`src/rtl/acc_cmd_feeder.sv`:
```
// rtl/acc_cmd_feeder.sv - command FIFO and beat sequencer feeding the 8-bit add/sub accumulator
//
// Buffers {op, data, rpt} commands from a valid/ready producer and replays
// each one rpt+1 times as consecutive beats on o_a/o_add_sub. With no work
// it drives a neutral beat (0, add) so the accumulator holds its value.
//
// Ports:
//   i_clk      clock, rising edge
//   ni_rst     asynchronous active-low reset
//   i_valid    producer command valid
//   i_op       0 = add, 1 = subtract
//   i_data     operand
//   i_rpt      extra repetitions (command issues i_rpt+1 beats)
//   o_ready    FIFO can accept a command
//   o_a        operand to the accumulator (registered)
//   o_add_sub  op to the accumulator (registered)
//   o_busy     o_a/o_add_sub carry a live command beat (registered)
//   o_last     final beat of the current command (registered)
//   o_level    FIFO occupancy
//   i_flush    synchronous flush, only when ACC_FEED_FLUSH_EN is defined
//
// Build option: ACC_FEED_FLUSH_EN adds the i_flush port.

module acc_cmd_feeder #(
    parameter int DATA_W = 8,
    parameter int DEPTH  = 4,
    parameter int RPT_W  = 4
) (
    input  logic                       i_clk,
    input  logic                       ni_rst,
    input  logic                       i_valid,
    input  logic                       i_op,
    input  logic [DATA_W-1:0]          i_data,
    input  logic [RPT_W-1:0]           i_rpt,
    output logic                       o_ready,
    output logic [DATA_W-1:0]          o_a,
    output logic                       o_add_sub,
    output logic                       o_busy,
    output logic                       o_last,
    output logic [$clog2(DEPTH):0]     o_level
`ifdef ACC_FEED_FLUSH_EN
    ,
    input  logic                       i_flush
`endif
);

    localparam int AW = $clog2(DEPTH);
    localparam int LW = AW + 1;

    localparam logic [0:0] IDLE  = 1'b0;
    localparam logic [0:0] ISSUE = 1'b1;

    logic [DATA_W-1:0] mem_data [DEPTH];
    logic              mem_op   [DEPTH];
    logic [RPT_W-1:0]  mem_rpt  [DEPTH];

    logic [AW-1:0]    wr_ptr;
    logic [AW-1:0]    rd_ptr;
    logic [LW-1:0]    level;
    logic [0:0]       state;
    logic [RPT_W-1:0] rem;

    logic flush;
    logic full;
    logic empty;
    logic push;
    logic pop;
    logic can_take;

`ifdef ACC_FEED_FLUSH_EN
    assign flush = i_flush;
`else
    assign flush = 1'b0;
`endif

    assign full     = (level == LW'(DEPTH));
    assign empty    = (level == '0);
    // Ready comes only from registered occupancy, so a full FIFO refuses a
    // push even when a pop happens on the same edge.
    assign o_ready  = !full && !flush;
    assign push     = i_valid && o_ready;
    // A new command may be taken when idle or when the current beat is the
    // command's last one, which gives back-to-back issue without a bubble.
    assign can_take = (state == IDLE) || (rem == '0);
    assign pop      = !empty && can_take && !flush;
    assign o_level  = level;

    // Entry storage needs no reset: occupancy alone decides what is valid.
    always_ff @(posedge i_clk) begin
        if (push) begin
            mem_data[wr_ptr] <= i_data;
            mem_op[wr_ptr]   <= i_op;
            mem_rpt[wr_ptr]  <= i_rpt;
        end
    end

    always_ff @(posedge i_clk or negedge ni_rst) begin
        if (!ni_rst) begin
            wr_ptr    <= '0;
            rd_ptr    <= '0;
            level     <= '0;
            state     <= IDLE;
            rem       <= '0;
            o_a       <= '0;
            o_add_sub <= 1'b0;
            o_busy    <= 1'b0;
            o_last    <= 1'b0;
        end else if (flush) begin
            wr_ptr    <= '0;
            rd_ptr    <= '0;
            level     <= '0;
            state     <= IDLE;
            rem       <= '0;
            o_a       <= '0;
            o_add_sub <= 1'b0;
            o_busy    <= 1'b0;
            o_last    <= 1'b0;
        end else begin
            if (push) begin
                wr_ptr <= wr_ptr + AW'(1);
            end
            if (pop) begin
                rd_ptr <= rd_ptr + AW'(1);
            end
            if (push && !pop) begin
                level <= level + LW'(1);
            end else if (pop && !push) begin
                level <= level - LW'(1);
            end

            if (pop) begin
                state     <= ISSUE;
                o_a       <= mem_data[rd_ptr];
                o_add_sub <= mem_op[rd_ptr];
                rem       <= mem_rpt[rd_ptr];
                o_busy    <= 1'b1;
                o_last    <= (mem_rpt[rd_ptr] == '0);
            end else if (state == ISSUE && rem != '0) begin
                // rem counts beats still to come after the one on the outputs.
                rem    <= rem - RPT_W'(1);
                o_last <= (rem == RPT_W'(1));
            end else begin
                state     <= IDLE;
                rem       <= '0;
                o_a       <= '0;
                o_add_sub <= 1'b0;
                o_busy    <= 1'b0;
                o_last    <= 1'b0;
            end
        end
    end

endmodule

```
`config.mk`:
```
export PLATFORM = sky130hd
export DESIGN_NAME = acc_cmd_feeder
export DESIGN_NICKNAME = d
export VERILOG_FILES = /design/src/rtl/acc_cmd_feeder.sv
export SDC_FILE = /design/constraint.sdc
export NUM_CORES = 1
export LEC_CHECK = 0
export CORE_ASPECT_RATIO = 1.1
export CORE_MARGIN = 3
export CORE_UTILIZATION = 50
export DETAILED_ROUTE_END_ITERATION = 8
export PLACE_DENSITY = 0.79
export SLEW_MARGIN = 0
export SYNTH_ARGS = -nofsm -noshare
export SYNTH_HDL_FRONTEND = slang
export SYNTH_SLANG_ARGS = --single-unit
```
`constraint.sdc`:
```
create_clock -name i_clk -period 2.7 [get_ports i_clk]
set_clock_uncertainty 0.15 [all_clocks]
set_input_delay 0.54 -clock i_clk [delete_from_list [all_inputs] [get_ports i_clk]]
set_output_delay 0.54 -clock i_clk [all_outputs]
set_load 0.05 [all_outputs]
```
; ---- Word-level counts from Yosys, hierarchy flattened
; Memory sizes are Yosys's and may differ from the RTL's.
; Cells that the tools add are included.
[totals]
regBits = 22
ramBits = 52
out_inout_bits = 15
n_memories = 3
[memory_table]
columns = memory, words, word_bits, read_ports, rd_clocked_by_memory_dff, write_ports, line
row1 = mem_data, 4, 8, 1, 0, 1, 53  ; logic [DATA_W-1:0] mem_data [DEPTH];
row2 = mem_rpt, 4, 4, 1, 0, 1, 55  ; logic [RPT_W-1:0] mem_rpt [DEPTH];
row3 = mem_op, 4, 1, 1, 0, 1, 54  ; logic mem_op [DEPTH];
[op_classes]
n_addsub = 5
n_eq_ne = 3
mux = 13
bitwise_logic = 1
reduce_logical = 15
[ops]
columns = cell, n
row1 = 2-to-1 mux 8 bit, 2
row2 = zero test 4 bit, 2
row3 = 2-to-1 mux 4 bit, 2
row4 = 2-to-1 mux 1 bit, 7
row5 = 2-to-1 mux 3 bit, 2
row6 = logical AND 1 bit, 5
row7 = "adder 2 x 1 -> 2 bit, second input constant", 2
row8 = "== test 4 x 1 -> 1 bit, second input constant", 1
row9 = zero test 1 bit, 4
row10 = nonzero test 4 bit, 1
row11 = "subtractor 4 x 1 -> 4 bit, second input constant", 1
row12 = "adder 3 x 1 -> 3 bit, second input constant", 1
row13 = "== test 3 bit, second input constant", 1
row14 = zero test 3 bit, 1
row15 = "subtractor 3 x 1 -> 3 bit, second input constant", 1
row16 = "inequality test 2 bit, second input constant", 1
row17 = nonzero test 2 bit, 1
row18 = logical OR 1 bit, 1
row19 = inverter 1 bit, 1

; ---- Depth between registers and ports, before layout
; Gate-level depths: netlist (run 1).
[logic_depth]
word_depth = 7
mapped_depth = 12
mapped_depth_nobuf = 11

; ---- Worst setup path before layout (run 1)
; Ideal clock, no wire load.
[synth_timing]
kind = flip-flop to flip-flop
start = reg level[2], in the netlist o_level[2]
end = reg level[2], in the netlist o_level[2]
setup_ns = 0.082
t_arrival_ns = 2.415
t_required_ns = 2.468
path_slack_ns = 0.052
stages_incl_launch_ff = 11
path_buffers = 1
period_less_slack_ns = 2.648
cell_sequence = dfrtp_1 -> or3_1 -> o21a_1 -> buf_2 -> inv_1 -> ha_1 -> inv_1 -> fa_1 -> xor2_1 -> nor2_1 -> xor2_1
[synth_via]
elab_chain_len = 6
[synth_rtl]
columns = element, line
row1 = start: declaration, 59  ; logic [LW-1:0] level;
row2 = start signal: assignment, 126  ; level <= level + LW'(1);
row3 = start signal: assignment, 128  ; level <= level - LW'(1);
row4 = branches (longest 6 deep; another with subtractor 3 x 1 -> 3 bit), --
; Parallel ways; which one is timed is not known. The select of a mux whose other input is x is not followed.
; A chain may end at the register's enable or synchronous reset.

; ---- Worst setup path in the final report (run 1)
[layout_timing]
start = reg level[0], in the netlist o_level[0]
end = out o_ready
[layout_via]
elab_chain_len = 2
[layout_rtl]
columns = element, line
row1 = == test 3 bit, 76  ; assign full = (level == LW'(DEPTH));
row2 = zero test 1 bit, 80  ; assign o_ready = !full && !flush;
row3 = end: declaration, 35  ; output logic o_ready,
; No other way between the ends.

==> results, run 1 <==
- Entering global routing, the biggest net connects 23 pins.
- The most frequent standard cell in the layout excluding fill and tap cells is edfxtp_1.
- The clock-pin transition on the worst setup and hold timing paths is 0.07 ns.
- The post-synthesis async set-or-reset flop share is 29.7%.
- The setup path with the least slack is of type flip-flop to output port.
- 0 antenna diodes ended up in the layout.
- Of all nets on the critical path, the largest fanout is 5.
- After detailed routing, the number of remaining DRC violations is 0.
- Data on the critical path is required at its endpoint by 2.01 ns.
- The site row count is 28.
- The number of warnings printed during yosys synthesis is 0.
- Among all stages on the critical path, the largest delay is contributed by clkdlybuf4s50_1.
- The first-pass GRT wire length is 8220 um.
- Across the VDD grid, the largest voltage drop is 636 uV.
- When the netlist entered floorplanning its net count stood at 175.
- The number of buffers and inverters on the critical path is 1.
- TritonCTS created 9 clock buffers.
- Counting every sink on the clock net gives 74.
- The total area inside the core boundary comes to 5500 um2.
- The launch instance of the worst register-to-register path is o_level[2].
- The kind of start point of the critical path is a flip-flop.
- The count of filler cells inserted in the layout is 392.
- The number of port buffers is 30.
- In this run the most critical hold path is launched from o_a[6].
- In this run the clock root is driven by a clkbuf_8.
- After clock tree synthesis, the repair step resized 0 gates.
- Post-CTS timing repair inserted 0 buffers for setup.
- Across all register-to-register paths, the minimum setup slack is 0.34 ns.
- The stage delay of the slowest cell on the critical path is 0.79 ns.
- In the synthesized netlist the dominant register cell turns out to be edfxtp_1.
- The number of different library cells in the post-synthesis netlist is 26.
- The post-synthesis instance area is 2890 um2.
- The detail-routed via count per cell is 5.36.
- For the worst flop-to-flop path, the logic depth is 9.
- Data on the critical path arrives at its endpoint at 1.74 ns.
- Setup violations remaining at the end of the flow were counted as 0.
- The final max-slew violation count is 0.
- The area growth from synthesis to layout is 23.3%.
- The run finished with clean final reports.
- In the finished design, the share of the clock period the worst path needs comes to 90.1%.
- The count of nets left with antenna violations after detail routing is 0.
- Once detailed placement completed, the half-perimeter wirelength came to 3450 um.
- The die covers 6740 um2.
- The fmax is 411 MHz.
- Synthesis inferred 74 register bits.
- The post-route setup TNS is 0 ns.
- Of the cells placed in the final design, the portion with a size suffix greater than 1 is 20.9%.
- STA classifies the critical path endpoint as an output port.
- The violation count after the first detailed-route iteration is 92.
- Measured against its own limit, the worst slew margin works out to 59.7%.
- The longest clock path from root to sink contains 2 buffers.
- The post-detailed-route wirelength per cell is 17.6 um.
- The gate count of the mapped netlist is 150.
- The worst min-delay path endpoint is o_a[6].
- The final instance area is 3570 um2.
- The cell count after placement is 265.
- The endpoint identified for the worst register-to-register timing path is o_level[2].
- Along the worst hold path, the cell count comes to 1.
- Clock latency on the worst-skew pair, taken at its later pin, is 0.33 ns.
- Walking the worst path, the cells encountered are nor2_1 -> nand2_1 -> clkdlybuf4s50_1.
- The congestion estimate from routability-driven global placement came to 0.692.
- The via count of the first global-routing pass was 1,636.
- The hold-fix buffer count after cts is 0.
- From bottom edge to top edge, the die measures 85.8 um.
- In this run the mean area of a mapped cell was 19.3 um2.
- Setup repair after global routing left no endpoint under its margin.
- The overall power of the completed layout is 4.20 mW.
- After detailed placement, the total cell area comes to 3380 um2.
- The combined global-route utilization of all metal layers is 16.9%.
- The final layout contains routed wiring with a total length of 4950 um.
- TritonCTS built the clock tree.
- The kind of cell adding the most delay to the critical path is buffers and inverters.
- The number of top-level design ports is 31.
- The initial antenna violation count was 0.
- The number of iterations in the first detailed-routing pass is 4.
- The via count of the routed design is 1,505.
- Summed over all layers, the global routing overflow is 0.
- The final layout contains 226 nets.
- Power spread over the standard cell area amounts to 1180 nW/um2.
- In this run the number of H-tree levels came out at 3.
- The number of synthesized flops with an enable pin is 52.
- The number of violations of the max-capacitance limit is 0.
- The library cells used most frequently in the layout, excluding fill and tap cells, are 52 x edfxtp_1, 30 x clkdlybuf4s50_1, 22 x dfrtp_1, 15 x buf_4, 13 x mux4_2.
- The die span in x is 78.5 um.
- The type of the most critical hold path is flip-flop to flip-flop.
- In this run the static leakage power is 1.34 nW.
- For this configuration, the core starts out at a cell density of 52.6%.
- The hold violation total from the final report was 0.
- The count of non-filler cells in the finished layout is 281.
- The smallest clock period supported by the final layout is computed as 2.43 ns.
- Of the synthesized area, sequential elements account for 73.0%.
- For the pin with the worst max-slew slack, the measured transition is 0.604 ns.
cell usage after synthesis, drive strengths merged, types with 2 or more instances:
master,count,area [um2]
a22o,12,105
and2,4,25.0
buf,4,18.8
dfrtp,22,551
edfxtp,52,1560
ha,8,100
inv,7,26.3
mux2,2,22.5
mux4,13,293
nand2b,2,12.5
nor2,4,15.0
xnor2,3,26.3
xor2,5,43.8
metal layers:
layer  vias up  global-route usage (%)  part of all wire [%]
met5         -                       0                     0
met2        30                    28.7                    52
li1        686                       -                     -
met4         0                    7.63                   1.5
met1       781                    20.1                    43
met3         8                    4.83                   3.1
final cells by class:
cell class                 count  area, um2  area share [%]
clock inverter                 3       40.0            1.12
sequential                    74       2110            59.2
timing repair buffer          45        413            11.6
inverter                       7       26.3           0.737
clock buffer                  13        149            4.17
multi-input combinational     64        733            20.6
tap                           75       93.8            2.63
state kept, by name, indices dropped and copies added (netlist names):
signal and count:
mem_data 32, mem_rpt 16, o_a 8, mem_op 4, rem 4, o_level 3
rd_ptr 2, wr_ptr 2, o_add_sub 1, o_last 1, state 1
per-stage QoR:
step	util (%)	setup WS [ns]	hold WS, ns
after floorplan	-	0.0523	0.0944
after global placement	61.4	0.247	0.344
after detailed placement	61.4	0.0587	0.345
after CTS	64.9	0.236	0.366
after global routing	64.9	0.183	0.394
final	64.9	0.268	0.358
worst max path at each step:
| stage | from | end | cells past startpoint |
|---|---|---|---|
| after floorplan | o_level[2] | o_level[2] | 10 |
| after global placement | i_valid | o_level[2] | 8 |
| after detailed placement | i_valid | o_level[2] | 8 |
| after CTS | o_level[0] | o_ready | 3 |
| after global routing | o_level[0] | o_ready | 3 |
| final | o_level[0] | o_ready | 3 |
power breakdown:
group          switching [mW]  internal, mW  total (mW)
clock network           0.369         0.450       0.820
logic                   0.873         0.742        1.62
registers               0.213          1.56        1.77
logic make-up (layout without fill, tap and decap cells):
logic type	count (synthesis)	in the layout	synth area share (%)
adder cells (fa/ha/maj)	9	9	4.15
buffers and inverters	12	68	1.69
multiplexers	15	15	10.9
flip-flops	74	74	73.0
AND/OR/NAND/NOR	15	15	2.81
XOR/XNOR	8	8	2.42
AO/OA/AOI/OAI	17	17	5.06
(Power assumes the default switching activity.)
==> run 2, diff against run 1 <==
--- a/config.mk
+++ b/config.mk
@@ -5,11 +5,12 @@
 export SDC_FILE = /design/constraint.sdc
 export NUM_CORES = 1
 export LEC_CHECK = 0
+export ABC_AREA = 1
 export CORE_ASPECT_RATIO = 1.1
 export CORE_MARGIN = 3
 export CORE_UTILIZATION = 50
 export DETAILED_ROUTE_END_ITERATION = 8
-export PLACE_DENSITY = 0.79
+export PLACE_DENSITY = 0.78
 export SLEW_MARGIN = 0
 export SYNTH_ARGS = -nofsm -noshare
 export SYNTH_HDL_FRONTEND = slang
==> run 2 against run 1 <==
Cell count increased by 32%. Critical endpoint is now o_busy. Register-to-register slack got worse by 0.04 ns. Sequential power about the same. Highest routed layer unchanged. Critical path type unchanged. Clock-buffer cell count decreased by 2. Utilization decreased by 2.2 points. Area after synthesis increased by 5.4%. Flip-flop and latch count unchanged. Critical path depth decreased by 2. Non-clock buffer count decreased by 8. First-iteration DRC count decreased by 13%. Combinational power increased by 14%. Power increased by 9.6%.
==> results, run 2 <==
- The sink count of the clock tree is 74.
- The antenna diode count is 0.
- The endpoint identified for the worst register-to-register timing path is o_level[2].
- By area the synthesized netlist is led by edfxtp_1 51%, dfrtp_1 18%, nand2_1 5.5%, o21ai_0 4.1%, nor2_1 3.4%.
- The average cell area after synthesis is 12.2 um2.
- At the end of routability-driven placement, the weighted congestion stood at 0.745.
- Counting flops with a built-in enable in the synthesized netlist gives 52.
- The type of the worst setup path is flip-flop to output port.
- The number of nets handed over by synthesis was 275.
- Counting both buffers and inverters, the worst setup path holds a total of 1.
- The die span in x is 80.5 um.
- The most frequently used flop master after synthesis is edfxtp_1.
- In this run the power density over the cells is 1260 nW/um2.
- At the pin with the least slew margin, the transition time is 0.534 ns.
- In the layout the commonest cells are 52 x edfxtp_1, 45 x nand2_1, 30 x clkdlybuf4s50_1, 28 x nor2_1, 25 x o21ai_0.
- The final critical path takes up 93.8% of the cycle.
- In this run the deepest clock path goes through 2 buffers.
- After clock tree synthesis, the clock-pin slew on the worst setup and hold paths is 0.07 ns.
- The total CTS buffers is 9.
- The hold-fix buffer count after cts is 0.
- The switching power summed over all nets is 1.81 mW.
- The die area is 7080 um2.
- The instance count on the critical path is 1.
- The number of cells on the worst reg-to-reg path is 11.
- The violation count after the first detailed-route iteration is 80.
- The floorplan step set the die height to 87.9 um.
- The worst endpoint required time is 2.01 ns.
- Setup repair after global routing left no endpoint under its margin.
- The kind of cell adding the most delay to the critical path is buffers and inverters.
- The DRC violations left is 0.
- The count of filler cells inserted in the layout is 440.
- The top register by number of flip-flops is mem_data.
- Across all register-to-register paths, the minimum setup slack is 0.30 ns.
- The timing endpoint of the critical path is o_busy.
- Sequential elements use 69.2% of the synthesized area.
- Traced cell by cell, the critical path runs through clkdlybuf4s50_1.
- TritonCTS built the clock tree.
- The sum of overflow across all layers after global routing is 0.
- The launch instance of the worst register-to-register path is rem[0].
- Yosys mapped the design onto 23 distinct sky130hd cell types.
- The library cell used most frequently in the layout, excluding fill and tap cells, is edfxtp_1.
- The startpoint of the worst setup timing path is state.
- The largest registers in the layout are mem_data (32), mem_rpt (16), o_a (8).
- The type of the most critical hold path is flip-flop to flip-flop.
- The combinational fraction of design power is 40.1%.
- The final max-slew violation count is 0.
- The detailed router placed 1,876 vias in this run.
- The mapped netlist covers 3050 um2.
- By instance count, the leading cell after synthesis is edfxtp_1.
- The post-route setup TNS is 0 ns.
- Entering global routing, the biggest net connects 28 pins.
- The top fanout value on the critical path is 12.
- The worst min-delay path startpoint is o_a[0].
- Of all flip-flops after synthesis, the portion carrying an async set or reset was 29.7%.
- In this run the tightest slew margin relative to its limit is 64.4%.
- Subtracting the final worst setup slack from the clock period gives 2.53 ns.
- The hold violation total from the final report was 0.
- In this run, the clock network consumes 21.7% of the power.
- The area growth from synthesis to final layout is 20.0%.
- Synthesis produced a netlist whose cell count is 250.
- The maximum VDD drop is 556 uV.
- In the final layout, the share of cells above drive strength 1 is 10.6%.
- At the end of the flow, the number of nets in the layout was 313.
- The minimum hold slack is 0.367 ns.
- The number of setup buffers added after CTS is 0.
- The count of buffers added on input and output ports is 30.
- The floorplan has 29 rows.
- In this design, the stage delay of the slowest critical-path cell is 0.89 ns.
- The later pin in the worst-skew pair is clocked with a latency of 0.34 ns.
- Setup violations remaining at the end of the flow were counted as 0.
- The total detailed-routing wirelength is 5470 um.
- The root buffer cell is clkbuf_8.
- The fmax is 395 MHz.
- The HPWL after detailed placement is 3530 um.
- The first-pass GRT wire length is 9010 um.
- In this run the number of H-tree levels came out at 3.
- The switching share of power is 39.4%.
- The post-detailed-route wirelength per cell is 14.8 um.
- The arrival time of data at the critical path endpoint is 1.84 ns.
- The number of violations of the max-capacitance limit is 0.
- By count the netlist is led by 52 x edfxtp_1, 45 x nand2_1, 28 x nor2_1.
- The worst setup path is captured at an output port.
- The leakage power is 1.44 nW.
- Global routing consumed, over all layers together, 17.3% of the routing resources.
- The initial antenna violation count is 0.
- The total area inside the core boundary comes to 5840 um2.
- The top cell type by total area after synthesis is edfxtp_1.
- The run finished with clean final reports.
- The first TritonRoute pass finished after 4 iterations.
- The count of nets left with antenna violations after detail routing is 0.
- The Yosys step of the flow raised 0 warnings.
- STA classifies the critical path startpoint as a flip-flop.
- The top-area cell type share of the netlist area is 51.2%.
- The standard cell with the maximum stage delay on the critical path is clkdlybuf4s50_1.
- The cell internal power dissipation is 2.79 mW.
- The detail-routed via count per cell is 5.07.
- During I/O placement, the number of pins put on the boundary was 31.
- The count of instances resized after the clock tree is built is 0.
- The via count of the first global-routing pass is 1,908.
- The initial core utilization is 52.2%.
- The share of total power in sequential cells is 38.2%.
- The count of state elements after synthesis is 74.
- The register with the most flip-flops in the layout has 32 of them.
run 2: worst min-delay path by stage:
stage | cells past startpoint | slack [ns] | to
after detailed placement | 2 | 0.35 | o_a[0]
after global placement | 1 | 0.34 | rem[0]
after floorplan | 0 | 0.09 | o_a[0]
final | 2 | 0.37 | o_a[0]
after global routing | 2 | 0.41 | state
after CTS | 2 | 0.37 | o_a[0]
run 2: per-layer routing:
metal / track usage, % / vias up / routed length [um]
met3: 4.12 / 8 / 209
met1: 22.0 / 901 / 2430
li1: - / 932 / -
met4: 7.22 / 0 / 82
met5: 0 / - / 0
met2: 28.7 / 35 / 2750
run 2: final cells by class:
cell class | instances | area, um2 | share of cell area, %
sequential | 74 | 2110 | 57.7
multi-input combinational | 150 | 801 | 21.9
timing repair buffer | 37 | 353 | 9.64
clock buffer | 11 | 131 | 3.59
clock inverter | 5 | 103 | 2.80
tap | 77 | 96.3 | 2.63
inverter | 16 | 65.1 | 1.78
run 2: logic make-up (layout without fill, tap and decap cells):
family	after synthesis	count (layout)	synth area share (%)
AO/OA/AOI/OAI	39	39	6.85
XOR/XNOR	6	6	1.72
adder cells (fa/ha/maj)	9	9	3.94
buffers and inverters	26	69	4.71
flip-flops	74	74	69.2
AND/OR/NAND/NOR	96	96	13.6
run 2: metrics by stage:
stage,cells,util (%),worst slack [ns],power (mW),area (um2)
after floorplan,250,-,0.118,3.14,3060
after global routing,370,62.7,0.0816,4.93,3660
after detailed placement,354,58.7,0.272,3.63,3430
after CTS,370,62.7,0.147,4.65,3660
after global placement,354,58.7,0.325,3.58,3430
final,370,62.7,0.168,4.61,3660
run 2: power by group through the flow:
stage                     registers, mW  clock network, mW  logic [mW]
after floorplan                    2.05                  0        1.09
after global placement             1.77                  0        1.81
after detailed placement           1.79                  0        1.84
after CTS                          1.76               1.02        1.86
after global routing               1.80               1.08        2.05
final                              1.76               1.00        1.85
==> run 3, diff against run 2 <==
--- a/config.mk
+++ b/config.mk
@@ -10,6 +10,7 @@
 export CORE_MARGIN = 3
 export CORE_UTILIZATION = 50
 export DETAILED_ROUTE_END_ITERATION = 8
+export GPL_ROUTABILITY_DRIVEN = 0
 export PLACE_DENSITY = 0.78
 export SLEW_MARGIN = 0
 export SYNTH_ARGS = -nofsm -noshare
==> results of run 3 <==
Final layout, timing and power as in run 2 (identical DEF).
==> patch, RTL diff (flow settings as in run 2) <==
The option `ACC_FEED_FLUSH_EN` is turned on by a define.
--- a/src/rtl/acc_cmd_feeder.sv
+++ b/src/rtl/acc_cmd_feeder.sv
@@ -20,6 +20,8 @@
 //   i_flush    synchronous flush, only when ACC_FEED_FLUSH_EN is defined
 //
 // Build option: ACC_FEED_FLUSH_EN adds the i_flush port.
+
+`define ACC_FEED_FLUSH_EN
 
 module acc_cmd_feeder #(
     parameter int DATA_W = 8,
Interface: changed (added i_flush); port bits go from 31 to 32. The function was not compared with the original's and may differ.
==> patch against run 2 <==
Worst setup slack improved by 0.23 ns. Sequential cell count unchanged. Critical path depth unchanged. Total power decreased by 15%. Area after synthesis increased by 2.4%. Cell area increased by 1.8%. First-iteration DRC count increased by 120%. Wire length increased by 6.0%. Clock power decreased by 18%. Non-clock buffer count increased by 4. Critical path type unchanged. Largest cell class unchanged. Largest power group unchanged. Highest routed layer unchanged.
==> patch: results <==
export IMPL_grt_start_max_net_pins=28
export IMPL_hpwlAfterDp_um=3830
export IMPL_avgSynthCellArea_um2=12.2
export IMPL_yosys_top_cells_area="edfxtp_1, dfrtp_1, nand2_1"
export IMPL_ir_worst_vdd_mv=0.534
export IMPL_fin_tns_setup_ns=0
export IMPL_grt_pass1_wl_um=9580
export IMPL_route_vias_total=2028
export IMPL_diodes=0
export IMPL_status="finished, final reports clean"
export IMPL_grt_total_usage_pct=18.1
export IMPL_cts_made_buffers=9
export IMPL_first_pass_iters=4
export IMPL_hp_class="flop to flop"
export IMPL_htree_levels=3
export IMPL_cts_resized=0
export IMPL_path_delay_family="buffers and inverters"
export IMPL_synth_commonest_cells="edfxtp_1, nand2_1, nor2_1, o21ai_0, dfrtp_1"
export IMPL_drt_iter0_drc=173
export IMPL_cts_root_buf="clkbuf_8"
export IMPL_portBuffers=31
export IMPL_clkTransAtPathRegs_ns=0.08
export IMPL_slowest_delay_ns=0.83
export IMPL_synth_fp_nets=282
export IMPL_final_layout_size_suffix_gt1_share_pct=13.1
export IMPL_dp_slack_ns=0.259
export IMPL_ys_seq_area_share_pct=67.6
export IMPL_routedWlPerCell_um=15.2
export IMPL_crit_fanout=5
export IMPL_top_regs="mem_data (32), mem_rpt (16), o_a (8)"
export IMPL_slowest_stage="clkdlybuf4s50_1"
export IMPL_grt_pass1_vias=1923
export IMPL_final_cells=382
export IMPL_cts_buffer_depth=2
export IMPL_synth_edf_count=52
export IMPL_antenna_found_initial=0
export IMPL_async_reset_ff_share_pct=29.7
export IMPL_slew_headroom_pct=54.1
export IMPL_gp_congestion=0.783
export IMPL_clk_latency_ns=0.34
export IMPL_nets=325
export IMPL_p_leak_nw=1.46
export IMPL_post_cts_setup_buffers=0
export IMPL_yosysWarnings=0
export IMPL_place_inst=366
export IMPL_synth_cell_types=28
export IMPL_worstPathArrival_ns=1.62
==> patch: cell type report <==
| type | count | area (um^2) |
|---|---|---|
| tap | 77 | 96.3 |
| timing repair buffer | 41 | 395 |
| multi-input combinational | 152 | 850 |
| fill | 437 | 2190 |
| inverter | 22 | 87.6 |
| clock buffer | 11 | 131 |
| clock inverter | 5 | 55.1 |
| sequential | 74 | 2110 |
==> patch: logic make-up (layout without fill, tap and decap cells) <==
logic type	Yosys count	in the layout	synth area share, %
buffers and inverters	31	79	5.21
AND/OR/NAND/NOR	95	95	14.4
flip-flops	74	74	67.6
adder cells (fa/ha/maj)	8	8	3.44
AO/OA/AOI/OAI	46	46	8.53
XOR/XNOR	3	3	0.841
==> patch: per-stage QoR <==
step	hold WS, ns	power (mW)	instance area [um^2]
3_5_place_dp	0.325	3.12	3540
2_1_floorplan	0.0944	2.71	3120
4_1_cts	0.343	3.94	3730
6_report	0.339	3.91	3730
5_1_grt	0.360	4.16	3730
3_3_place_gp	0.321	3.07	3540
==> patch: metal layers <==
metal / GRT usage (%) / routed length, um / vias to the layer above
met5: 0 / 0 / -
met4: 8.60 / 94 / 0
met3: 4.33 / 314 / 7
met2: 27.6 / 2770 / 67
met1: 24.7 / 2620 / 982
li1: - / - / 972
==> patch: final timing paths <==
path	startpoint	endpoint	slack, ns	cells after the start
setup / recovery	o_level[2]	o_level[2]	0.39	1
min in group asynchronous	ni_rst	o_level[0]	0.39	2
hold reg to reg	o_add_sub	o_add_sub	0.34	2
max in group asynchronous	ni_rst	o_a[0]	1.78	2
hold / removal	o_add_sub	o_add_sub	0.34	2
setup reg to reg	rem[0]	o_level[2]	0.49	14
==> patch: power by group <==
| group | switching [mW] | internal, mW |
|---|---|---|
| Clock | 0.394 | 0.425 |
| Sequential | 0.133 | 1.39 |
| Combinational | 1.02 | 0.551 |
